## src/rtl/sum16_sequencer.sv

```systemverilog
// Sequential accumulator: collects N_OPS unsigned operands over a valid/ready
// handshake, then holds the sum until the consumer takes it.
module sum16_sequencer #(
  parameter int OP_W  = 4,
  parameter int N_OPS = 16,
  parameter int SUM_W = 8
) (
  input  logic             clk,
  input  logic             rst,
  input  logic             start,
  input  logic             in_valid,
  input  logic [OP_W-1:0]  in_data,
  output logic             in_ready,
  output logic [SUM_W-1:0] sum,
  output logic             sum_valid,
  input  logic             sum_ready,
  output logic             overflow,
  output logic             busy,
  output logic [7:0]       count
);

  typedef enum logic [1:0] {IDLE, LOAD, DONE} state_t;

  localparam int AW = ((OP_W > SUM_W) ? OP_W : SUM_W) + 1;

  state_t           state_q, state_d;
  logic [SUM_W-1:0] sum_q, sum_d;
  logic [7:0]       count_q, count_d;
  logic             overflow_q, overflow_d;
  logic [AW-1:0]    acc_ext;
  logic             xfer;

  always_ff @(posedge clk or posedge rst) begin
    if (rst) begin
      state_q    <= IDLE;
      sum_q      <= '0;
      count_q    <= '0;
      overflow_q <= 1'b0;
    end else begin
      state_q    <= state_d;
      sum_q      <= sum_d;
      count_q    <= count_d;
      overflow_q <= overflow_d;
    end
  end

  always_comb begin
    state_d    = state_q;
    sum_d      = sum_q;
    count_d    = count_q;
    overflow_d = overflow_q;
    xfer       = in_valid && (state_q == LOAD);
    // Widened add: any bit at or above SUM_W is a carry out of the result.
    acc_ext    = AW'(sum_q) + AW'(in_data);

    unique case (state_q)
      IDLE: begin
        if (start) begin
          state_d    = LOAD;
          sum_d      = '0;
          count_d    = '0;
          overflow_d = 1'b0;
        end
      end
      LOAD: begin
        if (xfer) begin
          sum_d      = acc_ext[SUM_W-1:0];
          count_d    = count_q + 8'd1;
          overflow_d = overflow_q | (|acc_ext[AW-1:SUM_W]);
          if (count_q == 8'(N_OPS - 1)) state_d = DONE;
        end
      end
      DONE: begin
        if (sum_ready) begin
          if (start) begin
            state_d    = LOAD;
            sum_d      = '0;
            count_d    = '0;
            overflow_d = 1'b0;
          end else begin
            state_d = IDLE;
          end
        end
      end
      default: state_d = IDLE;
    endcase
  end

  assign in_ready  = (state_q == LOAD);
  assign sum_valid = (state_q == DONE);
  assign busy      = (state_q == LOAD) || (state_q == DONE);
  assign sum       = sum_q;
  assign count     = count_q;
  assign overflow  = overflow_q;

endmodule

```

## config.mk

```make
export PLATFORM = sky130hd
export DESIGN_NAME = sum16_sequencer
export DESIGN_NICKNAME = d
export VERILOG_FILES = /design/src/rtl/sum16_sequencer.sv
export SDC_FILE = /design/constraint.sdc
export NUM_CORES = 1
export LEC_CHECK = 0
export CORE_MARGIN = 1.5
export CORE_UTILIZATION = 25
export CTS_CLUSTER_DIAMETER = 120
export CTS_CLUSTER_SIZE = 10
export DETAILED_ROUTE_END_ITERATION = 7
export PLACE_DENSITY_LB_ADDON = 0.12
export REMOVE_ABC_BUFFERS = 1
export SETUP_SLACK_MARGIN = 0.4
export SYNTH_ARGS = -nofsm -noshare
export SYNTH_HDL_FRONTEND = slang
export SYNTH_SLANG_ARGS = --single-unit
```

## constraint.sdc

```tcl
create_clock -name clk -period 2.2 [get_ports clk]
set_input_delay 0.44 -clock clk [delete_from_list [all_inputs] [get_ports clk]]
set_output_delay 0.44 -clock clk [all_outputs]
set_load 0.03 [all_outputs]
```

==> out/metrics.csv, run 1 <==
stage,metric,value,unit
routing,wl,3.19,mm
finish,areaGrowthSynthToFinish,55.3,%
routing,viasPerCell,4.93,
logic_synthesis,synthMuxAreaShare,0.0206,
worst_setup_path,path_cells,clkdlybuf4s50_1 -> nor2b_1 -> o211ai_1 -> buf_4 -> or4b_4 -> o211ai_1,
timing,fmax,537,MHz
logic_synthesis,synth_top_family_by_area,simple AND/OR/NAND/NOR gates,
worst_setup_path,reg2reg_depth,7,
worst_setup_path,ff2ff_setup_slack,340,ps
cts,cts_root_buf,clkbuf_8,
logic_synthesis,synth-xor-area-share,0.0144,
grt,grt_start_max_net_pins,20,
timing,hold_viol_final,0,
grt,grt_overflow,0,
cts,clk_pin_slew,80,ps
grt,grtUsageMet1,0.165,
routing,ant_nets,0,
cts,ctsHtreeMaxLevel,1,
finish,post-route-util,0.402,
pwr,leakage,0.931,nW
worst_setup_path,cp_data_required_time,2380,ps
grt,antenna_found_initial,0,
worst_setup_path,cp_data_arrival_time,2040,ps
routing,wire_per_inst,13.8,µm
cts,cts_hold_buf,0,
worst_setup_path,worst_path_largest_cell_delay,510,ps
hold_path,hold_path.class,in -> async,
logic_synthesis,synth_area,1210,µm²
floorplan,io_pins,29,
logic_synthesis,synthSimpleGateAreaFrac,0.216,
logic_synthesis,yosysWarnings,0,
timing,fin_setup_tns,0,ps
cts,clk_latency,260,ps
logic_synthesis,synth_top_area_frac,0.391,
logic_synthesis,syn_area_per_cell,9.42,µm²
floorplan,core,4690,µm²
logic_synthesis,synthTopCellsByArea,"dfrtp_1 (39%), ha_1 (9.3%), nand2_1 (7.4%), o21ai_0 (4.1%), o211ai_1 (3.1%)",
routing,drtIter0Drc,24,
worst_setup_path,cpMaxStageDelayCell,or4b_4,
timing,max_slew_margin,0.772,
logic_synthesis,ys_types,40,
timing,final-setup-viol-count,0,
timing,final-max-slew-violation-count,0,
cts,clock_sinks,19,
cts,tritoncts,built,
floorplan,dieWidth,72.7,µm
worst_setup_path,crit_path_frequent_cell,o211ai_1,
outcome,outcome,finished clean,
timing,fin_crit,1860,ps
logic_synthesis,ys_seq_elements,19,
timing,max_slew.worst_pin.slew,341,ps
worst_setup_path,r2r-start,state_q[0],
floorplan,num_rows,25,
logic_synthesis,synth_top_area_cell,dfrtp_1,
grt,grtUsageMet3,0.0290,
pwr,p_total,0.00242,W
timing,grt_setup_unrepaired,yes,
finish,drive_gt1_frac,0.331,
finish,finalNetCount,198,
floorplan,die_y,72.7,µm
logic_synthesis,ys.flop_type,dfrtp_1,
cts,cts_buffers,3,
pwr,peakVddDrop,352,µV
grt,grt_pass1_wl,5.27,mm
placement,gp_congestion,0.760,
job,cap_violations,0,
logic_synthesis,postSynth.asyncResetShare,1.00,
worst_setup_path,crit_family,simple AND/OR/NAND/NOR gates,
grt,grt.total_usage,0.128,
finish,fin_area,1890,µm²
placement,postPlaceCellArea,1600,µm²
floorplan,initial_utilization,0.259,
finish,diodes,0,
logic_synthesis,yosys.area_share.adder,0.109,
worst_setup_path,cp-start-kind,input port,
logic_synthesis,synthCells,129,
timing,whs,499,ps
placement,place_hpwl,2.13,mm
grt,grt_use_met2,0.218,
logic_synthesis,synth_edf_count,0,
worst_setup_path,crit_buf_inv,2,
logic_synthesis,ys_seq_area_frac,0.391,
timing,clock_skew,3.86,ps
logic_synthesis,synth_compound_area_frac,0.205,
timing,fin_crit_sh,0.846,
pwr,power_density,1280,nW/µm²
routing,firstDrtPassIters,4,
worst_setup_path,critPathCaptureType,register,
worst_setup_path,path_class,in -> reg,
routing,drc_errors,0,
floorplan,dieArea,5290,µm²
worst_setup_path,crit_path_max_fanout,4,
routing,vias,1144,
worst_setup_path,path_depth,6,
cts,clk_path_buf_depth,2,
grt,first_global_vias,1123,
worst_setup_path,reg2reg_to,count[5],
grt,grt.busiest_layer,met2,
placement,io_buffers,28,
-- report_power, final --
group	total, W	switching, W	internal, W
logic	0.00158	0.000840	0.000745
clock network	0.000251	0.000124	0.000126
registers	0.000585	0.000139	0.000446
-- metal layers --
layer,part of all wire,routed length [µm]
met5,0,0
met2,0.50,1580
met3,0.027,87
met1,0.47,1510
met4,0.0047,15
-- sequential cells by signal, summed over array words and instances, names as in the netlist --
name,count
count,8
state_q,2
overflow,1
sum,8
-- cell usage after synthesis, types with 2 or more instances --
| master | number |
|---|---|
| a21o_1 | 2 |
| a21oi_1 | 4 |
| a22o_1 | 3 |
| buf_2 | 3 |
| dfrtp_1 | 19 |
| ha_1 | 9 |
| inv_1 | 6 |
| nand2_1 | 24 |
| nand2b_1 | 2 |
| nand3_1 | 6 |
| nor2_1 | 3 |
| nor2b_1 | 2 |
| o211ai_1 | 5 |
| o21ai_0 | 10 |
| o31ai_1 | 2 |
| or2_2 | 2 |
| or4_1 | 3 |
| or4b_2 | 2 |
-- worst min-delay path, stage by stage --
cell             delay (ps)
clkdlybuf4s50_1         390
inv_1                    50
buf_4                   260
-- cell families (layout without fill, tap and decap cells) --
| kind of cell | Yosys count | after routing |
|---|---|---|
| muxes | 2 | 2 |
| xor gates and xnor gates | 2 | 2 |
| DFF | 19 | 19 |
| buffers and inverters | 11 | 60 |
| adders and majority gates | 10 | 10 |
| AOI/OAI and AO/OA | 35 | 35 |
| and+or+nand+nor | 50 | 50 |
-- stage by stage --
| stage | setup WS [ps] | std cells |
|---|---|---|
| 6_report | 339 | 232 |
| 5_1_grt | 260 | 232 |
| 4_1_cts | 288 | 225 |
| 3_5_place_dp | -164 | 215 |
| 3_3_place_gp | -112 | 215 |
| 2_1_floorplan | -407 | 124 |
-- how the worst max path moves through the flow --
stage | start | to | slack (ps)
floorplan | state_q[0] | count[5] | -410
global placement | in_data[0] | sum[6] | -110
detailed placement | in_data[0] | sum[6] | -160
CTS | state_q[1] | busy | 290
global route | state_q[0] | count[5] | 260
finish | start | count[5] | 340
-- cell type report --
class | count | area (µm²)
fillers | 470 | 2810
multi-input cells | 99 | 820
flip-flops and latches | 19 | 478
repair buffers | 50 | 453
well taps | 54 | 67.6
clock buffers | 3 | 41.3
inverters | 6 | 22.5
clock inverters | 1 | 5.00
-- cells in the final DEF (no fill, tap or decap), drive strengths merged, types with 2 or more instances in the layout --
master and count:
dlymetal6s2s 6, nand2 24, a21o 2, nor2 3, dlygate4sd2 12, o31ai 2
dfrtp 19, clkbuf 4, buf 23, or2 2, a21oi 4, or4b 2
nand2b 3, nor2b 2, o2111ai 2, ha 9, o211ai 5, nand3 6
inv 6, or4 4, a22o 3, o21ai 11, clkdlybuf4s50 7
-- repair_timing --
item	in CTS	in global routing
resized for setup	28	32
setup buffers	5	7
pin swaps	9	13
gates cloned	1	0
setup endpoints to repair	29	26
(Power assumes the default switching activity.)
==> run 2: changes to the inputs <==
==> constraint.sdc (replaced) <==
create_clock -name clk -period 1.9 [get_ports clk]
set_input_delay 0.38 -clock clk [delete_from_list [all_inputs] [get_ports clk]]
set_output_delay 0.38 -clock clk [all_outputs]
set_load 0.03 [all_outputs]
==> run 2 against run 1 <==
Against the previous run: sequential share of layout area is 2.7 points lower; largest power group unchanged; die area stayed put; setup slack worse by 240 ps; core utilization up 4.8 points; highest routed layer unchanged; clock skew shrank 1.3 ps; flip-flop and latch count is the same; final area increased by 12%; register-to-register slack lost 240 ps.
==> out/metrics.csv, run 2 (synthesis gave the netlist of run 1 again) <==
stage,metric,value,unit
finish,layout_commonest_cell,buf_4,
finish,instances_no_fill,257,
cts,clock_sinks,19,
finish,fillers,490,
routing,ant_nets,0,
floorplan,initial_utilization,0.259,
pwr,power_density,1580,nW/µm²
routing,vias,1230,
worst_setup_path,startpoint,state_q[0],
grt,grt_overflow,0,
worst_setup_path,reg2reg_depth,9,
cts,ctsHtreeMaxLevel,1,
timing,max_slew_margin,0.737,
worst_setup_path,reg2reg_to,count[3],
hold_path,hold_path.class,in -> async,
pwr,peakVddDrop,546,µV
timing,hold_viol_final,0,
timing,fin_crit_sh,0.950,
worst_setup_path,crit_family,buffers and inverters,
floorplan,num_rows,25,
placement,gp_congestion,0.759,
cts,cts_buffers,3,
cts,clk_latency,260,ps
placement,place_hpwl,2.27,mm
cts,clk_path_buf_depth,2,
floorplan,die_y,72.7,µm
outcome,outcome,finished clean,
worst_setup_path,path_class,reg -> reg,
pwr,p_total,0.00334,W
timing,setup_slack,95.8,ps
timing,grt_setup_unrepaired,yes,
placement,io_buffers,28,
grt,grt_start_max_net_pins,20,
finish,areaGrowthSynthToFinish,73.8,%
timing,fin_setup_tns,0,ps
routing,drtIter0Drc,34,
worst_setup_path,ff2ff_setup_slack,100,ps
grt,antenna_found_initial,0,
cts,tritoncts,built,
worst_setup_path,cp_data_arrival_time,1960,ps
worst_setup_path,cp_data_required_time,2050,ps
routing,drc_errors,0,
worst_setup_path,crit_path_frequent_cell,buf_6,
floorplan,core,4690,µm²
cts,clk_pin_slew,80,ps
timing,final-max-slew-violation-count,0,
finish,finalNetCount,223,
worst_setup_path,critPathCaptureType,register,
worst_setup_path,worst_path_largest_cell_delay,440,ps
floorplan,dieWidth,72.7,µm
cts,cts_hold_buf,0,
worst_setup_path,cpMaxStageDelayCell,dfrtp_2,
worst_setup_path,cp-start-kind,register,
worst_setup_path,crit_path_max_fanout,4,
timing,final-setup-viol-count,0,
grt,grt_pass1_wl,5.60,mm
routing,wl,3.34,mm
worst_setup_path,crit_buf_inv,4,
routing,wire_per_inst,13.0,µm
finish,diodes,0,
worst_setup_path,path_cells,inv_2 -> ha_4 -> or2b_4 -> o211ai_1 -> buf_4 -> buf_6 -> buf_6 -> o21ai_2 -> a22o_1,
timing,max_slew.worst_pin.slew,393,ps
finish,drive_gt1_frac,0.493,
job,cap_violations,0,
placement,place_worst_setup_slack,-388,ps
worst_setup_path,r2r-start,state_q[0],
timing,fin_crit,1800,ps
cts,cts_root_buf,clkbuf_8,
placement,place_inst,230,
pwr,leakage,0.984,nW
timing,fmax,554,MHz
routing,firstDrtPassIters,4,
floorplan,io_pins,29,
grt,grt.total_usage,0.137,
finish,most-common-layout-cells,"buf_4 (32), nand2_1 (20), buf_6 (18)",
timing,clock_skew,2.59,ps
routing,viasPerCell,4.79,
grt,first_global_vias,1193,
floorplan,dieArea,5290,µm²
finish,post-route-util,0.450,
run 2: cell count changes in the layout (fill, tap and decap cells not counted), sizes merged:
cell / delta
buf: +28
clkbuf: +6
dlymetal6s2s: -6
dlygate4sd2: -4
clkdlybuf4s15: +3
clkdlybuf4s50: -2
run 2: what timing repair did:
action / 4_1_cts / 5_1_grt
buffers inserted: 10 / 13
setup endpoints to repair: 39 / 33
pin swaps: 21 / 12
resized for setup: 74 / 44
cloned: 0 / 0
run 2: stage by stage:
| stage | hold slack, ps | instance area [µm²] |
|---|---|---|
| after floorplan | 331 | 1180 |
| after global placement | 487 | 1710 |
| after detailed placement | 493 | 1710 |
| after CTS | 445 | 1950 |
| after global routing | 505 | 2110 |
| final | 437 | 2110 |
run 2: worst max-delay path by stage:
stage	end	slack, ps	cells after the start
final	count[3]	100	9
after global routing	count[3]	6	8
after CTS	sum[6]	80	7
after detailed placement	sum[6]	-390	7
after global placement	sum[6]	-350	7
after floorplan	count[5]	-710	5
run 2: area by class of cell:
cell class	count	area, µm²	share of cell area
tap	54	67.6	0.0320
clock buffer	3	41.3	0.0195
sequential	19	478	0.226
timing repair buffer	75	662	0.313
clock inverter	1	5.00	0.00237
multi-input combinational	99	836	0.396
inverter	6	22.5	0.0107
run 2: tightest hold or removal path, stage by stage:
cell	delay, ps
clkdlybuf4s50_1	390
inv_1	50
buf_4	260
run 2: where the power goes:
part / leakage [nW] / switching, W / internal, W / total [W]
clock network: 0.0255 / 0.000149 / 0.000146 / 0.000296
logic: 0.703 / 0.00113 / 0.00127 / 0.00239
registers: 0.256 / 0.000139 / 0.000515 / 0.000654
total: 0.984 / 0.00141 / 0.00193 / 0.00334
run 2: per-layer routing:
metal  global-route usage  share of wire  up-vias
li1                     -              -      611
met1                0.172           0.45      601
met2                0.236           0.51       14
met3               0.0207          0.023        4
met4               0.0503          0.013        0
met5                    0              0        -
==> run 3: changes to the inputs <==
--- a/config.mk
+++ b/config.mk
@@ -5,10 +5,10 @@
 export SDC_FILE = /design/constraint.sdc
 export NUM_CORES = 1
 export LEC_CHECK = 0
+export CAP_MARGIN = 5
 export CORE_MARGIN = 1.5
 export CORE_UTILIZATION = 25
 export CTS_CLUSTER_DIAMETER = 120
-export CTS_CLUSTER_SIZE = 10
 export DETAILED_ROUTE_END_ITERATION = 7
 export PLACE_DENSITY_LB_ADDON = 0.12
 export REMOVE_ABC_BUFFERS = 1
==> results of run 3 <==
No change in the layout: final DEF, timing and power equal those of run 2.
